[src/rtl/m8_buf_writer.sv]
// m8_buf_writer
//   Ping-pong buffer writer feeding the M8 telemetry frame generator. Incoming
//   12-bit samples are written into the half of a 2 x 2^ADDR_W word dual-port
//   RAM that the generator is not reading. The generator's bank toggle selects
//   the half it reads, and the writer always fills the other half.
//
// Ports
//   clk        system clock
//   reset      synchronous, active-low
//   iSwitch    bank toggle from the generator; generator reads bank iSwitch
//   iData      sample word
//   iValid     one-cycle strobe qualifying iData
//   oWrEn      RAM write enable (one cycle per accepted sample)
//   oWrAddr    RAM write address {bank, word}
//   oWrData    RAM write data
//   oReady     writer is accepting samples (FILL)
//   oFull      current bank completely written (DONE)
//   oFillCnt   words written into the current bank, 0..2^ADDR_W
//   oDropCnt   samples discarded while DONE, saturating
//   oShortCnt  toggles that arrived before the bank was full, saturating
//   oShort     one-cycle pulse on each short fill
//
// All outputs come straight from flops. ADDR_W must be at least 1.

module m8_buf_writer #(
    parameter int ADDR_W = 10,
    parameter int CNT_W  = 8
) (
    input  logic              clk,
    input  logic              reset,
    input  logic              iSwitch,
    input  logic [11:0]       iData,
    input  logic              iValid,
    output logic              oWrEn,
    output logic [ADDR_W:0]   oWrAddr,
    output logic [11:0]       oWrData,
    output logic              oReady,
    output logic              oFull,
    output logic [ADDR_W:0]   oFillCnt,
    output logic [CNT_W-1:0]  oDropCnt,
    output logic [CNT_W-1:0]  oShortCnt,
    output logic              oShort
);

    typedef enum logic {
        FILL = 1'b0,
        DONE = 1'b1
    } stateT;

    localparam logic [ADDR_W:0]  LAST_WORD = {1'b0, {ADDR_W{1'b1}}};
    localparam logic [CNT_W-1:0] CNT_MAX   = {CNT_W{1'b1}};

    stateT             state;
    stateT             stateNext;
    logic              swPrev;
    logic              wrBank;
    logic              wrBankNext;
    logic              toggle;

    logic              wrEnNext;
    logic [ADDR_W:0]   wrAddrNext;
    logic [11:0]       wrDataNext;
    logic [ADDR_W:0]   fillCntNext;
    logic [CNT_W-1:0]  dropCntNext;
    logic [CNT_W-1:0]  shortCntNext;
    logic              shortNext;

    // oFillCnt doubles as the next word address while filling: in FILL it is
    // always below 2^ADDR_W, so its low ADDR_W bits are the address.
    always_comb begin
        // NOTE: every signal gets a default before any branch so no path
        // leaves one unassigned, which would infer a latch.
        toggle       = iSwitch ^ swPrev;
        stateNext    = state;
        wrBankNext   = wrBank;
        wrEnNext     = 1'b0;
        wrAddrNext   = oWrAddr;
        wrDataNext   = oWrData;
        fillCntNext  = oFillCnt;
        dropCntNext  = oDropCnt;
        shortCntNext = oShortCnt;
        shortNext    = 1'b0;

        if (toggle) begin
            // Toggle wins over everything: restart at word 0 of the new bank.
            wrBankNext  = ~iSwitch;
            stateNext   = FILL;
            wrAddrNext  = {~iSwitch, {ADDR_W{1'b0}}};
            fillCntNext = '0;
            if (state == FILL) begin
                shortNext = 1'b1;
                if (oShortCnt != CNT_MAX) begin
                    shortCntNext = oShortCnt + 1'b1;
                end
            end
            // A sample arriving with the toggle lands at word 0 of the new bank.
            if (iValid) begin
                wrEnNext    = 1'b1;
                wrDataNext  = iData;
                fillCntNext = {{ADDR_W{1'b0}}, 1'b1};
            end
        end else if (iValid) begin
            if (state == FILL) begin
                wrEnNext    = 1'b1;
                wrAddrNext  = {wrBank, oFillCnt[ADDR_W-1:0]};
                wrDataNext  = iData;
                fillCntNext = oFillCnt + 1'b1;
                if (oFillCnt == LAST_WORD) begin
                    stateNext = DONE;
                end
            end else if (oDropCnt != CNT_MAX) begin
                dropCntNext = oDropCnt + 1'b1;
            end
        end
    end

    // NOTE: sequential state uses non-blocking assignments so every flop
    // samples the pre-edge values regardless of statement order.
    always_ff @(posedge clk) begin
        if (!reset) begin
            // swPrev follows iSwitch during reset so release never looks
            // like a toggle.
            swPrev    <= iSwitch;
            wrBank    <= ~iSwitch;
            state     <= FILL;
            oWrEn     <= 1'b0;
            oWrAddr   <= {~iSwitch, {ADDR_W{1'b0}}};
            oWrData   <= '0;
            oReady    <= 1'b1;
            oFull     <= 1'b0;
            oFillCnt  <= '0;
            oDropCnt  <= '0;
            oShortCnt <= '0;
            oShort    <= 1'b0;
        end else begin
            swPrev    <= iSwitch;
            wrBank    <= wrBankNext;
            state     <= stateNext;
            oWrEn     <= wrEnNext;
            oWrAddr   <= wrAddrNext;
            oWrData   <= wrDataNext;
            oReady    <= (stateNext == FILL);
            oFull     <= (stateNext == DONE);
            oFillCnt  <= fillCntNext;
            oDropCnt  <= dropCntNext;
            oShortCnt <= shortCntNext;
            oShort    <= shortNext;
        end
    end

endmodule

[config.mk]
export PLATFORM = sky130hd
export DESIGN_NAME = m8_buf_writer
export DESIGN_NICKNAME = d
export VERILOG_FILES = /design/src/rtl/m8_buf_writer.sv
export SDC_FILE = /design/constraint.sdc
export NUM_CORES = 1
export LEC_CHECK = 0
export ABC_AREA = 0
export CORE_UTILIZATION = 46
export CTS_CLUSTER_SIZE = 25
export DETAILED_ROUTE_END_ITERATION = 8
export GPL_TIMING_DRIVEN = 0
export PLACE_DENSITY = 0.86
export SYNTH_ARGS = -nofsm -noshare
export SYNTH_HDL_FRONTEND = slang
export SYNTH_SLANG_ARGS = --single-unit
[constraint.sdc]
create_clock -name clk -period 2.22 [get_ports clk]
set_clock_uncertainty 0.15 [all_clocks]
set_input_delay 0.555 -clock clk [delete_from_list [all_inputs] [get_ports clk]]
set_output_delay 0.555 -clock clk [all_outputs]
set_load 0.05 [all_outputs]
==> summary.txt, run 1 <==
Floorplanning
  • Width of the die: between 70 and 80 um
  • Cell Rows: 25
  • Area enclosed by the die boundary: roughly 5300 um2
  • Core footprint: around 4800 um2
  • Die Y: about 72 um
  • Number of top-level pins: 70
  • Starting density of the core: 0.481

Detailed routing
  • Total length of routed wires: roughly 5100 um
  • Remaining routing DRC violations: 0
  • Average wire per standard cell: 12.9 um
  • Number of vias after detailed routing: a little over 2k
  • Avg Vias per Cell: 5.12
  • First-iteration detailed-routing DRC count: around 120
  • Iteration count of the initial detailed-routing pass: 4
  • Remaining antenna violation count: 0

Placed design
  • Last weighted congestion value of the routability-driven placer: just over 0.8
  • Input/output buffers: a little under 70
  • Detailed Place HPWL: 3600 um

Timing
  • Final Cycle Share: 0.981
  • Actual slew at the worst max-slew pin: roughly 0.52 ns
  • Final number of setup-violating endpoints: 0
  • Min Clock Period, post-route: between 2 and 2.5 ns
  • Slew headroom: 0.651
  • Setup repair after global routing missed its margin: no
  • Peak Freq: 459 MHz
  • Setup Total Neg Slack: 0 ns
  • Worst Hold Margin: about 0.3 ns
  • Final hold violations: 0
  • Count of final max-slew check failures: 0

Worst setup path
  • Slowest CP cell: sky130_fd_sc_hd__clkdlybuf4s50_1
  • Setup slack on the worst flop-to-flop path: around 0.19 ns
  • Source of the critical timing path: oWrAddr[1]
  • Kind of start point of the critical path: flop
  • Family with the most delay on the worst path: buffers and inverters
  • Cell depth of the worst flop-to-flop path: 6
  • Reg2reg end: oShortCnt[2]
  • Worst path required time: 1.51 ns
  • Startpoint of the worst register-to-register path: oShortCnt[0]
  • Cells along the critical path: clkdlybuf4s50_1
  • Number of buffers and inverters on the critical path: 1
  • Delay of the slowest cell on the worst path: 0.82 ns
  • Critical setup path kind: flop to primary output
  • Largest fanout on the critical path: 2
  • Crit. End Element: primary output
  • Signal arrival time at the worst endpoint: 1.47 ns

Final layout
  • Total of fill cells in the finished design: between 400 and 500
  • Fraction of layout cells with a size suffix above 1: 0.0488
  • Sequential standard cell area: between 1000 and 1500 um2
  • Area Overhead vs Synth: 38.1%
  • Area of the multi-input gates: 1080 um2
  • Count of inserted antenna diode cells: 0
  • Net count, final: ~350
  • Fin util: 0.664

Clocking
  • CTS tree: built
  • Root buffer cell: sky130_fd_sc_hd__clkbuf_8
  • Clock transition at the registers of the reported paths: about 0.090 ns
  • Number of buffers created by CTS: 5
  • Deepest clock path buffer count: 2
  • Insertion delay to the later sink of the worst-skew pair: between 0.3 and 0.4 ns
  • Clock sink count: 56
  • Number of H-tree branching levels: 2

Synth
  • Proportion of synthesized chip area in sequential cells: 0.499
  • Post-synth top area cell: sky130_fd_sc_hd__dfxtp_1
  • Yosys warnings: 0
  • Post-synth EDFFs: 2
  • Synth top area share: 0.473
  • Net count after synthesis: 269
  • Commonest cells in the synthesized netlist: sky130_fd_sc_hd__dfxtp_1 (54), sky130_fd_sc_hd__nand2_1 (35), sky130_fd_sc_hd__nor2_1 (25), sky130_fd_sc_hd__a21oi_1 (23), sky130_fd_sc_hd__mux2i_1 (15)
  • Flip-flop and latch count after synthesis: 56
  • Netlist area before placement: about 2300 um2
  • Leading cell type by number of instances after synthesis: sky130_fd_sc_hd__dfxtp_1
  • Synthesized instance count: 250
  • Post-synth ARST share: 0
  • Mean Syn Cell Area: slightly above 9 um2
  • Primary FF master, synth: sky130_fd_sc_hd__dfxtp_1
  • Number of distinct library cell variants in the gate-level netlist after synthesis: 41
  • Largest cells by area after synthesis: sky130_fd_sc_hd__dfxtp_1 (47%), sky130_fd_sc_hd__mux2i_1 (6.6%), sky130_fd_sc_hd__nand2_1 (5.7%)

Global route
  • Wire length of the first global-routing pass: roughly 8400 um
  • GRT Overall Usage: 0.203
  • Via count of the first global-routing pass: 1,838
  • Initial antenna violation count: 0
  • Maximum number of pins on one net before global-route repair: 17
  • GR Overflow Total: 0

Run status
  • Outcome: finished, final reports clean

Worst hold path
  • Hold crit path type: flop to flop
  • Hold path startpoint: oWrAddr[7]
  • Number of cells on the worst hold path: 2
  • Hold endpoint: oWrAddr[7]

Power and ir drop
  • Pwr Density: slightly above 600 nW/um2
  • Static Leakage: around 0.0013 uW
  • Peak ir drop on the vdd network: between 300 and 400 uV

Run
  • Number of violations of the max-capacitance limit: 0
worst reg2reg max path, stage by stage (launching register included):
cell	delay, ns
sky130_fd_sc_hd__dfxtp_1	0.35
sky130_fd_sc_hd__ha_1	0.25
sky130_fd_sc_hd__and3_1	0.20
sky130_fd_sc_hd__a311o_1	0.41
sky130_fd_sc_hd__buf_6	0.17
sky130_fd_sc_hd__or3_1	0.30
sky130_fd_sc_hd__a21oi_1	0.14
registers in the layout (all words and copies together) (netlist names):
signal     cells
oFillCnt      11
swPrev         1
oShortCnt      8
oWrAddr       11
state          1
oShort         1
oWrEn          1
wrBank         1
oDropCnt       8
oReady         1
oWrData       12
routing by layer:
metal | up-vias | share of wire | global-route usage
met2 | 52 | 0.48 | 0.340
met5 | - | 0 | 0
met3 | 6 | 0.053 | 0.0611
li1 | 1033 | - | -
met1 | 933 | 0.46 | 0.248
met4 | 0 | 0.013 | 0.0675
through the flow:
step / cell area, um2 / cells / worst slack (ns) / total power [uW]
floorplan: 2290 / 250 / 0.0768 / 1260
global placement: 3060 / 386 / -0.400 / 1360
detailed placement: 3060 / 386 / -0.440 / 1360
CTS: 3150 / 395 / 0.000638 / 1960
global route: 3160 / 395 / 0.00285 / 2030
finish: 3160 / 395 / 0.0424 / 1950
final cells by class:
| class | count | share of cell area |
|---|---|---|
| flip-flops and latches | 56 | 0.361 |
| clock buffers | 7 | 0.0309 |
| well taps | 67 | 0.0266 |
| plain buffers | 11 | 0.0166 |
| repair buffers | 70 | 0.213 |
| multi-input cells | 178 | 0.344 |
| inverters | 5 | 0.00595 |
| clock inverters | 1 | 0.00159 |
worst max-delay path by stage:
stage | endpoint | slack [ns] | cells after the start
floorplan | oShortCnt[3] | 0.08 | 6
global placement | oDropCnt[4] | -0.40 | 5
detailed placement | oDropCnt[4] | -0.44 | 5
CTS | oDropCnt[1] | 0.0006 | 1
global route | oWrData[11] | 0.003 | 1
finish | oWrAddr[1] | 0.04 | 1
cell families after synthesis:
kind of cell             Yosys count  synth area share
AO/OA/AOI/OAI                     44             0.118
flip-flops                        56             0.499
XOR/XNOR                          11            0.0454
AND/OR/NAND/NOR                  105             0.224
adder cells (fa/ha/maj)            3            0.0164
buffers and inverters             16            0.0312
multiplexers                      15            0.0657
power breakdown:
group | switching [uW] | internal (uW)
Sequential | 20.2 | 1040
Clock | 317 | 290
Combinational | 179 | 102
repair_timing:
| action | CTS | global route |
|---|---|---|
| endpoints found under the setup margin | 42 | 4 |
| buffers inserted | 1 | 0 |
| hold buffers | 0 | 0 |
| pin swaps | 1 | 0 |
| gates resized for setup | 29 | 4 |
cell usage in the layout, fill, tap and decap left out, types with 2 or more instances in the layout:
master,netlist,routed
sky130_fd_sc_hd__clkdlybuf4s50_1,0,37
sky130_fd_sc_hd__xor2_1,7,7
sky130_fd_sc_hd__dlymetal6s2s_1,0,4
sky130_fd_sc_hd__nand2b_1,3,3
sky130_fd_sc_hd__o41ai_1,2,2
sky130_fd_sc_hd__nand4_1,5,5
sky130_fd_sc_hd__inv_1,4,4
sky130_fd_sc_hd__nand2_1,35,35
sky130_fd_sc_hd__nor3_1,2,2
sky130_fd_sc_hd__or3_1,5,5
sky130_fd_sc_hd__or4_1,5,5
sky130_fd_sc_hd__edfxtp_1,2,2
sky130_fd_sc_hd__o31ai_1,4,4
sky130_fd_sc_hd__o311ai_0,2,2
sky130_fd_sc_hd__nor2_1,25,25
sky130_fd_sc_hd__and3_1,5,5
sky130_fd_sc_hd__ha_1,3,3
sky130_fd_sc_hd__nand3_1,10,10
sky130_fd_sc_hd__clkbuf_1,9,10
sky130_fd_sc_hd__o21ai_0,7,7
sky130_fd_sc_hd__nor4_1,2,2
sky130_fd_sc_hd__dfxtp_1,54,54
sky130_fd_sc_hd__xnor2_1,3,3
sky130_fd_sc_hd__dlygate4sd2_1,0,28
sky130_fd_sc_hd__buf_4,1,2
sky130_fd_sc_hd__clkbuf_8,0,5
sky130_fd_sc_hd__a21oi_1,23,23
sky130_fd_sc_hd__mux2i_1,15,15
(Power assumes the default switching activity.)
==> run 2, diff against run 1 <==
Settings changed: CTS_CLUSTER_DIAMETER from default to 50, MAX_ROUTING_LAYER from default to met4.
==> run 2 against run 1 <==
  * Die area did not move
  * Cell count did not move
  * Critical path depth did not move
  * Register-to-register slack barely moved
  * Global-route usage rose by 0.67 points
  * First-iteration DRC count rose by 1.7%
  * Setup slack barely moved
  * Clock power barely moved
  * Via count rose by 0.35%
  * Utilization did not move
  * Wire length fell by 0.26%
  * Power barely moved
  * Largest power group unchanged
==> summary.txt, run 2 (synthesis gave the netlist of run 1 again) <==
Floorplanning
  • Starting density of the core: 0.481
  • Number of top-level pins: 70
  • Width of the die: around 72 um
  • Core footprint: 4750 um2
  • Cell Rows: 25
  • Die Y: about 72 um
  • Area enclosed by the die boundary: between 5000 and 6000 um2

Global route
  • Via count of the first global-routing pass: around 1.8k
  • Wire length of the first global-routing pass: roughly 8400 um
  • Initial antenna violation count: 0
  • GRT Overall Usage: 0.210
  • GR Overflow Total: 0
  • Maximum number of pins on one net before global-route repair: 17

Power and ir drop
  • Share of power burned in combinational logic: 0.144
  • Psw: around 520 uW
  • Fraction of power spent switching nets: 0.265
  • Static Leakage: between 0.001 and 0.0015 uW
  • Part of the power in the clock network: 0.312
  • Internal power component: 1430 uW
  • Overall power of the completed layout: around 2000 uW
  • Peak ir drop on the vdd network: 392 uV
  • Pwr Density: ~620 nW/um2
  • Sequential fraction of design power: 0.544

Final layout
  • Fraction of layout cells with a size suffix above 1: 0.0488
  • Most flops, register: oWrData
  • Fin util: 0.664
  • Number of flip-flops under the largest register name: 12
  • Net count, final: ~350
  • Count of inserted antenna diode cells: 0
  • Final Cell Area: about 3200 um2
  • Most frequent cells in the layout: sky130_fd_sc_hd__dfxtp_1 (54), sky130_fd_sc_hd__clkdlybuf4s50_1 (37), sky130_fd_sc_hd__nand2_1 (35), sky130_fd_sc_hd__dlygate4sd2_1 (28), sky130_fd_sc_hd__nor2_1 (25)
  • Most common library cell in the layout ignoring fill and taps: sky130_fd_sc_hd__dfxtp_1
  • Largest registers: oWrData (12), oFillCnt (11), oWrAddr (11)
  • Area Overhead vs Synth: 38.1%

Detailed routing
  • Iteration count of the initial detailed-routing pass: 4
  • Remaining routing DRC violations: 0
  • Number of vias after detailed routing: 2,031
  • Avg Vias per Cell: roughly 5.1
  • First-iteration detailed-routing DRC count: between 100 and 150
  • Remaining antenna violation count: 0
  • Average wire per standard cell: around 13 um
  • Total length of routed wires: slightly above 5000 um

Timing
  • Worst Hold Margin: 0.307 ns
  • Min Clock Period, post-route: 2.18 ns
  • Actual slew at the worst max-slew pin: 0.523 ns
  • Setup Total Neg Slack: 0 ns
  • Peak Freq: between 400 and 500 MHz
  • Final Cycle Share: 0.981
  • Count of final max-slew check failures: 0
  • Setup repair after global routing missed its margin: no
  • Final hold violations: 0
  • Slew headroom: 0.651
  • Final number of setup-violating endpoints: 0

Worst setup path
  • Source of the critical timing path: oWrAddr[1]
  • Cell depth of the worst flop-to-flop path: 6
  • Crit. End Element: primary output
  • Number of buffers and inverters on the critical path: 1
  • Delay of the slowest cell on the worst path: 0.82 ns
  • Slowest CP cell: sky130_fd_sc_hd__clkdlybuf4s50_1
  • Largest fanout on the critical path: 2
  • Setup slack on the worst flop-to-flop path: about 0.19 ns
  • Signal arrival time at the worst endpoint: about 1.5 ns
  • Reg2reg end: oShortCnt[2]
  • Critical setup path kind: flop to primary output
  • Startpoint of the worst register-to-register path: oShortCnt[0]
  • Cells along the critical path: clkdlybuf4s50_1
  • Family with the most delay on the worst path: buffers and inverters
  • Worst path required time: about 1.5 ns
  • Kind of start point of the critical path: flop

Clocking
  • CTS tree: built
  • Hold bufs inserted after CTS: 0
  • Insertion delay to the later sink of the worst-skew pair: 0.31 ns
  • Clock sink count: 56
  • Clock transition at the registers of the reported paths: about 0.09 ns
  • Number of H-tree branching levels: 2
  • Deepest clock path buffer count: 2
  • Number of buffers created by CTS: 5
  • Root buffer cell: sky130_fd_sc_hd__clkbuf_8

Worst hold path
  • Hold endpoint: oWrAddr[7]
  • Number of cells on the worst hold path: 2
  • Hold path startpoint: oWrAddr[7]
  • Hold crit path type: flop to flop

Run
  • Number of violations of the max-capacitance limit: 0

Placed design
  • Detailed Place HPWL: around 3600 um
  • Last weighted congestion value of the routability-driven placer: roughly 0.8
  • Input/output buffers: 69
  • Area after DPL: about 3000 um2

Run status
  • Outcome: finished, final reports clean
-- run 2: cell counts in the layout (fill, tap and decap cells not counted) --
Identical to the previous run, type by type.
-- run 2: layout make-up --
type | count | area [um2]
fill | 429 | 1600
sequential | 56 | 1140
multi-input combinational | 178 | 1080
timing repair buffer | 70 | 673
clock buffer | 7 | 97.6
tap | 67 | 83.8
buffer | 11 | 52.6
inverter | 5 | 18.8
clock inverter | 1 | 5.00
-- run 2: power by group through the flow --
stage | Clock [uW] | Combinational, uW | Sequential [uW]
6_report | 607 | 280 | 1060
2_1_floorplan | 0 | 86.2 | 1170
3_5_place_dp | 0 | 282 | 1080
4_1_cts | 618 | 282 | 1060
5_1_grt | 662 | 300 | 1060
3_3_place_gp | 0 | 277 | 1080
-- run 2: worst max path at each step --
stage,slack [ns],depth (start not counted),endpoint
global route,0.003,1,oWrData[11]
detailed placement,-0.44,5,oDropCnt[4]
CTS,0.0006,1,oDropCnt[1]
floorplan,0.08,6,oShortCnt[3]
finish,0.04,1,oWrAddr[1]
global placement,-0.40,5,oDropCnt[4]
-- run 2: metal layers --
metal	track usage	routed length (um)	vias to the layer above
met5	-	0	-
met4	0.0675	64	0
met3	0.0569	258	6
met2	0.336	2420	56
met1	0.255	2330	935
li1	-	-	1034
-- run 2: stage by stage --
step | std cells | setup slack [ns]
after floorplan | 250 | 0.0768
after global placement | 386 | -0.400
after detailed placement | 386 | -0.440
after CTS | 395 | 0.000638
after global routing | 395 | 0.00284
final | 395 | 0.0426
-- run 2: repair_timing --
| action | CTS | global route |
|---|---|---|
| pin swaps | 1 | 0 |
| buffers inserted | 1 | 0 |
| setup endpoints to repair | 42 | 4 |
| gates resized for setup | 29 | 4 |
==> run 3, diff against run 2 <==
Settings changed: PLACE_DENSITY 0.86 to 0.87.
==> run 3 against run 2 <==
  * Clock power is 5.8% lower
  * Highest routed layer unchanged
  * Power is 1.4% lower
  * Register-to-register slack hardly changed
  * Non-clock buffer count is 1 higher
  * Global-route usage is 0.47 points higher
  * Wire length is 3.4% higher
  * Cell count is 0.25% higher
  * Setup slack worse by 0.0062 ns
  * Fmax is 0.28% lower
==> summary.txt, run 3 (synthesis gave the netlist of run 1 again) <==
Run
  • Number of violations of the max-capacitance limit: 0

Floorplanning
  • Starting density of the core: 0.481
  • Cell Rows: 25
  • Core footprint: approximately 4800 um2
  • Die Y: between 70 and 80 um
  • Width of the die: 72.5 um
  • Area enclosed by the die boundary: roughly 5300 um2
  • Number of top-level pins: 70

Final layout
  • Fraction of layout cells with a size suffix above 1: 0.0578
  • Area Overhead vs Synth: 38.3%
  • Most flops, register: oWrData
  • Number of flip-flops under the largest register name: 12
  • Most common library cell in the layout ignoring fill and taps: sky130_fd_sc_hd__dfxtp_1
  • Most frequent cells in the layout: sky130_fd_sc_hd__dfxtp_1 (54), sky130_fd_sc_hd__clkdlybuf4s50_1 (40), sky130_fd_sc_hd__nand2_1 (35), sky130_fd_sc_hd__dlygate4sd2_1 (27), sky130_fd_sc_hd__nor2_1 (25)
  • Net count, final: 347
  • Count of inserted antenna diode cells: 0
  • Final Cell Area: about 3200 um2
  • Largest registers: oWrData (12), oFillCnt (11), oWrAddr (11)

Global route
  • Via count of the first global-routing pass: about 1.9k
  • Wire length of the first global-routing pass: ~8500 um
  • GR Overflow Total: 0
  • Most Crowded Layer GR: met2
  • GRT Overall Usage: 0.214
  • Maximum number of pins on one net before global-route repair: 17
  • Met2 usage: 0.352
  • Met3 track demand over resource: 0.0486
  • Initial antenna violation count: 0
  • Global Route met1 Usage: 0.262

Placed design
  • Area after DPL: between 3000 and 4000 um2
  • Input/output buffers: a little under 70
  • Last weighted congestion value of the routability-driven placer: a little over 0.8
  • Detailed Place HPWL: around 3700 um

Clocking
  • Deepest clock path buffer count: 2
  • Number of H-tree branching levels: 2
  • Root buffer cell: sky130_fd_sc_hd__clkbuf_8
  • Hold bufs inserted after CTS: 0
  • CTS tree: built
  • Clock transition at the registers of the reported paths: approximately 0.1 ns
  • Clock sink count: 56
  • Insertion delay to the later sink of the worst-skew pair: ~0.3 ns
  • Number of buffers created by CTS: 5

Worst setup path
  • Source of the critical timing path: oWrData[4]
  • Largest fanout on the critical path: 2
  • Startpoint of the worst register-to-register path: oShortCnt[0]
  • Signal arrival time at the worst endpoint: ~1.5 ns
  • Crit. End Element: primary output
  • Number of buffers and inverters on the critical path: 1
  • Cells along the critical path: clkdlybuf4s50_1
  • Worst path required time: roughly 1.5 ns
  • Critical setup path kind: flop to primary output
  • Delay of the slowest cell on the worst path: between 0.8 and 0.9 ns
  • Slowest CP cell: sky130_fd_sc_hd__clkdlybuf4s50_1
  • Kind of start point of the critical path: flop
  • Family with the most delay on the worst path: buffers and inverters

Timing
  • Slew headroom: 0.653
  • Actual slew at the worst max-slew pin: approximately 0.52 ns
  • Count of final max-slew check failures: 0
  • Worst Hold Margin: between 0.3 and 0.4 ns
  • Final number of setup-violating endpoints: 0
  • Min Clock Period, post-route: approximately 2.2 ns
  • Final Cycle Share: 0.984
  • Peak Freq: around 460 MHz
  • Setup repair after global routing missed its margin: no
  • Final hold violations: 0

Power and ir drop
  • Static Leakage: between 0.001 and 0.0015 uW
  • Pwr Density: around 610 nW/um2
  • Peak ir drop on the vdd network: ~450 uV

Worst hold path
  • Hold crit path type: flop to flop
  • Hold path startpoint: oWrAddr[7]

Detailed routing
  • Remaining antenna violation count: 0
  • Total length of routed wires: approximately 5200 um
  • Avg Vias per Cell: approximately 5.3
  • Average wire per standard cell: ~13 um
  • First-iteration detailed-routing DRC count: about 140
  • Remaining routing DRC violations: 0
  • Iteration count of the initial detailed-routing pass: 4
  • Number of vias after detailed routing: 2,102

Run status
  • Outcome: finished, final reports clean
## run 3: final timing paths
path                        to  slack [ns]  depth (start not counted)
hold / removal      oWrAddr[7]        0.31                          2
setup / recovery    oWrData[4]        0.04                          1
setup reg to reg  oShortCnt[2]        0.18                          6
hold reg to reg     oWrAddr[7]        0.31                          2
## run 3: report_power, final
part / leakage, uW / internal (uW) / switching, uW
clock: 0.0000445 / 254 / 317
sequential: 0.000460 / 1040 / 20.3
combinational: 0.000777 / 106 / 182
## run 3: per-stage QoR
step	TNS, ns	setup WS, ns	instances	power (uW)	util
floorplan	0	0.0768	250	1260	-
global placement	-9.59	-0.371	386	1360	0.644
detailed placement	-10.82	-0.383	386	1360	0.644
CTS	-0.000481	-0.000481	396	1930	0.662
global route	0	0.00140	396	1980	0.665
finish	0	0.0364	396	1920	0.665
## run 3: layer usage
metal | vias to the layer above | part of all wire
li1 | 1041 | -
met1 | 987 | 0.44
met2 | 65 | 0.48
met3 | 9 | 0.058
met4 | 0 | 0.016
met5 | - | 0
## run 3: timing repair
action | CTS | global route
resized for setup | 28 | 8
buffers inserted | 2 | 0
pin swaps | 1 | 1
endpoints found under the hold margin | 0 | 0
setup endpoints to repair | 30 | 24
## run 3: area by class of cell
| class | count | area, um2 |
|---|---|---|
| timing repair buffer | 71 | 677 |
| tap | 67 | 83.8 |
| clock inverter | 1 | 7.51 |
| clock buffer | 7 | 86.3 |
| fill | 402 | 1590 |
| sequential | 56 | 1140 |
| inverter | 5 | 18.8 |
| multi-input combinational | 178 | 1090 |
| buffer | 11 | 55.1 |
